[src/rtl/sprite_rom_arbiter.sv]
// Round-robin arbiter that time-shares the car sprite ROM between renderers.
// It fetches one row per three cycles, only inside the horizontal-blank window.
module sprite_rom_arbiter #(
    parameter int NUM_REQ   = 4,
    parameter int WIN_START = 256,
    parameter int WIN_END   = 300
) (
    input  logic                 clk,
    input  logic                 reset,
    input  logic [8:0]           hpos,
    input  logic [NUM_REQ-1:0]   req,
    input  logic [4*NUM_REQ-1:0] req_addr,
    output logic [3:0]           rom_addr,
    input  logic [7:0]           rom_bits,
    output logic [NUM_REQ-1:0]   grant,
    output logic [NUM_REQ-1:0]   data_valid,
    output logic [7:0]           load_bits,
    output logic                 busy,
    output logic                 overrun
);

    localparam int               IDX_W       = (NUM_REQ > 1) ? $clog2(NUM_REQ) : 1;
    localparam logic [8:0]       WIN_START_C = 9'(WIN_START);
    localparam logic [8:0]       WIN_END_C   = 9'(WIN_END);
    localparam logic [IDX_W-1:0] LAST_RST    = IDX_W'(NUM_REQ - 1);

    typedef enum logic [1:0] {
        ST_IDLE = 2'd0,
        ST_ADDR = 2'd1,
        ST_DONE = 2'd2
    } state_t;

    state_t             state_q, state_d;
    logic [IDX_W-1:0]   sel_q, sel_d;
    logic [IDX_W-1:0]   last_q, last_d;
    logic [3:0]         rom_addr_q, rom_addr_d;
    logic [NUM_REQ-1:0] grant_q, grant_d;
    logic [NUM_REQ-1:0] data_valid_q, data_valid_d;
    logic [7:0]         load_bits_q, load_bits_d;
    logic               overrun_q, overrun_d;
    logic               win_open_s;
    logic               start_s;
    logic [IDX_W-1:0]   winner_s;
    logic [IDX_W-1:0]   idx_s;

    function automatic logic [NUM_REQ-1:0] onehot(input logic [IDX_W-1:0] idx);
        return NUM_REQ'(1'b1) << idx;
    endfunction

    assign win_open_s = (hpos >= WIN_START_C) && (hpos < WIN_END_C);

    // Winner search: scanning from farthest to nearest lets the nearest set bit after last win.
    always_comb begin
        winner_s = last_q;
        idx_s    = last_q;
        for (int k = NUM_REQ; k >= 1; k--) begin
            idx_s    = IDX_W'((int'(last_q) + k) % NUM_REQ);
            winner_s = req[idx_s] ? idx_s : winner_s;
        end
        start_s = win_open_s && (|req);
    end

    // State and datapath registers; reset aborts any fetch in flight.
    always_ff @(posedge clk or posedge reset) begin
        if (reset) begin
            state_q      <= ST_IDLE;
            sel_q        <= '0;
            last_q       <= LAST_RST;
            rom_addr_q   <= 4'd0;
            grant_q      <= '0;
            data_valid_q <= '0;
            load_bits_q  <= 8'd0;
            overrun_q    <= 1'b0;
        end else begin
            state_q      <= state_d;
            sel_q        <= sel_d;
            last_q       <= last_d;
            rom_addr_q   <= rom_addr_d;
            grant_q      <= grant_d;
            data_valid_q <= data_valid_d;
            load_bits_q  <= load_bits_d;
            overrun_q    <= overrun_d;
        end
    end

    // Next-state logic: IDLE -> ADDR -> DONE -> IDLE, leaving IDLE only inside the window.
    always_comb begin
        state_d = state_q;
        case (state_q)
            ST_IDLE: state_d = start_s ? ST_ADDR : ST_IDLE;
            ST_ADDR: state_d = ST_DONE;
            ST_DONE: state_d = ST_IDLE;
            default: state_d = ST_IDLE;
        endcase
    end

    // Output and datapath next values; the address is captured at the grant decision.
    always_comb begin
        sel_d        = sel_q;
        last_d       = last_q;
        rom_addr_d   = rom_addr_q;
        load_bits_d  = load_bits_q;
        grant_d      = '0;
        data_valid_d = '0;
        case (state_q)
            ST_IDLE: begin
                if (start_s) begin
                    sel_d      = winner_s;
                    last_d     = winner_s;
                    rom_addr_d = req_addr[{winner_s, 2'b00} +: 4];
                    grant_d    = onehot(winner_s);
                end else begin
                    grant_d    = '0;
                end
            end
            ST_ADDR: begin
                load_bits_d  = rom_bits;
                data_valid_d = onehot(sel_q);
            end
            ST_DONE: begin
                data_valid_d = '0;
            end
            default: begin
                grant_d      = '0;
                data_valid_d = '0;
            end
        endcase
        overrun_d = (hpos == WIN_END_C) && (|req);
    end

    assign rom_addr   = rom_addr_q;
    assign grant      = grant_q;
    assign data_valid = data_valid_q;
    assign load_bits  = load_bits_q;
    assign busy       = (state_q != ST_IDLE);
    assign overrun    = overrun_q;

endmodule

[config.mk]
export PLATFORM = sky130hd
export DESIGN_NAME = sprite_rom_arbiter
export DESIGN_NICKNAME = d
export VERILOG_FILES = /design/src/rtl/sprite_rom_arbiter.sv
export SDC_FILE = /design/constraint.sdc
export NUM_CORES = 1
export LEC_CHECK = 0
export CORE_AREA = 8 8 63 76
export CTS_CLUSTER_DIAMETER = 80
export CTS_CLUSTER_SIZE = 24
export DETAILED_ROUTE_END_ITERATION = 16
export DIE_AREA = 0 0 71 84
export HOLD_SLACK_MARGIN = 0.06
export PLACE_DENSITY = 0.79
export SLEW_MARGIN = 15
export SYNTH_ARGS = -nofsm -noshare
export SYNTH_HDL_FRONTEND = slang
export SYNTH_SLANG_ARGS = --single-unit
[constraint.sdc]
create_clock -name clk -period 1.9 [get_ports clk]
set_clock_uncertainty 0.15 [all_clocks]
set_input_delay 0.285 -clock clk [delete_from_list [all_inputs] [get_ports clk]]
set_output_delay 0.285 -clock clk [all_outputs]
set_load 0.02 [all_outputs]
==> impl_metrics.env <==
export IMPL_status="completed"
export IMPL_startpoint_type="register"
export IMPL_yosysMostFrequentCell="dfrtp_1"
export IMPL_cp_max_fo=10
export IMPL_leakagePower_nw=0.881
export IMPL_syn_instance_count=102
export IMPL_powerDensity_mw_per_mm2=988
export IMPL_tritoncts="done"
export IMPL_synth_adder_area_share_pct=0
export IMPL_root_buffer="clkbuf_8"
export IMPL_max_stage_delay_ns=0.57
export IMPL_placed_area_mm2=0.00195
export IMPL_synth_edf_count=0
export IMPL_grt_pass1_vias=1139
export IMPL_synth_area_leader_cell="dfrtp_1"
export IMPL_yosysSeqAreaShare_pct=55.5
export IMPL_syn_nets=141
export IMPL_placed_cells=209
export IMPL_mappedNetlistArea_mm2=0.00122
export IMPL_postCtsHoldBufs=0
export IMPL_nNetsFinal=215
export IMPL_pin_count=61
export IMPL_finalHoldViolations=0
export IMPL_synth_top_family_by_area="simple AND/OR/NAND/NOR gates"
export IMPL_path_class="reg2reg"
export IMPL_std_cell_rows=24
export IMPL_synthXorXnorAreaFrac_pct=0
export IMPL_hold_class="in2async"
export IMPL_cp_data_arrival_time_ns=1.87
export IMPL_timing_hold_ws_ns=0.133
export IMPL_post_route_min_period_ns=1.86
export IMPL_cts_buffer_depth=2
export IMPL_fillers=306
export IMPL_cts_max_level=1
export IMPL_synth_distinct_cells=33
export IMPL_dr_pass1_iters=4
export IMPL_max_slew_margin_pct=73.9
export IMPL_antenna_found_initial=0
export IMPL_stdcell_count=214
export IMPL_portBuffers=60
export IMPL_detail_route_wirelength_um=3380
export IMPL_path_clk_slew_ns=0.09
export IMPL_min_period_over_period_pct=98.1
export IMPL_grt_max_degree=18
export IMPL_wl_per_cell_um=15.8
export IMPL_clkSinkCount=27
export IMPL_numCtsBuffers=3
export IMPL_crit_required_ns=1.90
export IMPL_vias=1044
export IMPL_syn_area_per_cell_um2=12.0
export IMPL_ys_async_sr_fraction_pct=100
export IMPL_crit_chain="mux2i_1 > o22ai_1 > buf_4 > nor2_4 > buf_12 > mux2i_1 > a221oi_2"
export IMPL_cpMostUsedCell="mux2i_1"
export IMPL_synth_common_cells="25 x dfrtp_1, 14 x nor2_1, 8 x mux2_2, 8 x mux2i_1, 5 x nand2_1"
export IMPL_postSynth_topFlopCell="dfrtp_1"
export IMPL_drv_slew=0
export IMPL_die_width_um=71
export IMPL_ys_ff_latch=27
export IMPL_core_mm2=0.00354
export IMPL_overflow=0
export IMPL_areaGrowthSynthToFinish_pct=65.6
export IMPL_worst_pin_slew_ns=0.391
export IMPL_insertion_delay_ns=0.27
export IMPL_drtIter0Drc=40
export IMPL_drive_gt1_share_pct=21.1
export IMPL_place_gp_congestion=0.736
export IMPL_postLayoutCellArea_mm2=0.00202
export IMPL_rsz0062_at_grt="yes"
export IMPL_worstSetupEndpointType="register"
export IMPL_fmax_mhz=537
export IMPL_synthMuxAreaShare_pct=13.9
export IMPL_setup_violations=0
export IMPL_synth_compound_area_share_pct=10.9
export IMPL_num_antenna_cells=0
export IMPL_postRouteAntennaNets=0
export IMPL_ys_top_cells_by_area="dfrtp_1 51%, mux2_2 7.4%, mux2i_1 6.6%"
export IMPL_drc=0
export IMPL_yosys_area_share_simple_pct=17.0
export IMPL_slowest_stage="dfstp_2"
export IMPL_max_cap_violations=0
export IMPL_yosys_warnings=0
export IMPL_grt_pass1_wl_um=5600
export IMPL_die_h_um=84
export IMPL_grt_usage_pct=11.4
export IMPL_dieArea_mm2=0.00596
export IMPL_start_util_pct=34.5
export IMPL_post_dp_hpwl_um=2800
export IMPL_viasPerCell=4.88
export IMPL_peakVddDrop_mv=0.597
export IMPL_yosysTopAreaCellShare_pct=51.2
==> worst paths after layout <==
| check | from | to | slack [ns] | cells past startpoint |
|---|---|---|---|---|
| min | reset | load_bits[7] | 0.13 | 2 |
| min reg2reg | sel_q[1] | data_valid[1] | 0.37 | 1 |
| max | last_q[1] | rom_addr[3] | 0.04 | 7 |
| min in group clk | sel_q[1] | data_valid[1] | 0.37 | 1 |
| max in group asynchronous | reset | last_q[1] | 0.92 | 3 |
| max reg2reg | last_q[1] | rom_addr[3] | 0.04 | 7 |
==> critical path: cells and delay by family, from the launching register on <==
kind / cells / cell delay (ns)
and+or+nand+nor: 1 / 0.10
DFF: 1 / 0.57
AOI/OAI and AO/OA: 2 / 0.19
muxes: 2 / 0.43
buffers and inverters: 2 / 0.30
==> state kept, by name (all words and copies together) (netlist names) <==
register and cells:
state_q 2, data_valid 4, sel_q 2, load_bits 8, last_q 2, rom_addr 4
overrun 1, grant 4
==> power by group <==
group          internal, mW  switching [mW]  leakage, nW
Clock                 0.154           0.182       0.0261
Combinational         0.472           0.379        0.520
Sequential            0.713          0.0983        0.335
==> layout by cell type (no fill, tap or decap), types with 2 or more instances in the layout <==
| master | instances |
|---|---|
| mux2_2 | 8 |
| and2_4 | 2 |
| nor2b_1 | 2 |
| dfrtp_1 | 25 |
| mux2i_1 | 8 |
| nand2_1 | 5 |
| o21ai_0 | 2 |
| dfstp_2 | 2 |
| clkbuf_8 | 3 |
| a221oi_2 | 3 |
| buf_4 | 12 |
| inv_1 | 2 |
| clkdlybuf4s50_1 | 59 |
| o21a_1 | 3 |
| nor2_1 | 14 |
| nand2b_1 | 4 |
==> per-stage QoR <==
| step | setup TNS (ns) | util, % | total power [mW] | setup slack, ns |
|---|---|---|---|---|
| floorplan | 0 | - | 1.23 | 0.0475 |
| global placement | -2.12 | 55.0 | 1.64 | -0.248 |
| detailed placement | -2.92 | 55.0 | 1.67 | -0.329 |
| CTS | 0 | 56.4 | 2.01 | 0.00814 |
| global route | -0.141 | 57.1 | 2.11 | -0.0380 |
| finish | 0 | 57.1 | 2.00 | 0.0369 |
==> layer usage <==
metal	part of all wire, %	GRT usage (%)	vias up
met1	39	11.8	491
met5	0	0	-
met2	51	20.3	42
met4	2.2	5.31	0
met3	7.5	3.73	6
li1	-	-	505
==> area by class of cell <==
class	instances	area (um2)	area share [%]
timing repair buffer	73	709	35.1
tap	39	48.8	2.41
multi-input combinational	69	528	26.1
clock inverter	1	8.76	0.433
sequential	27	678	33.5
inverter	2	7.51	0.371
clock buffer	3	41.3	2.04
==> logic make-up (layout without fill, tap and decap cells) <==
kind of cell    after synthesis  after routing
mux                          16             16
buf+inv                       6             79
compound gates               15             15
flops                        27             27
simple gates                 38             38
==> timing repair <==
| action | in CTS | in global routing |
|---|---|---|
| pin swaps | 0 | 4 |
| endpoints found under the setup margin | 5 | 8 |
| resized for setup | 3 | 4 |
| buffers inserted | 0 | 1 |
Note: power is estimated with default switching activity, not from simulation.
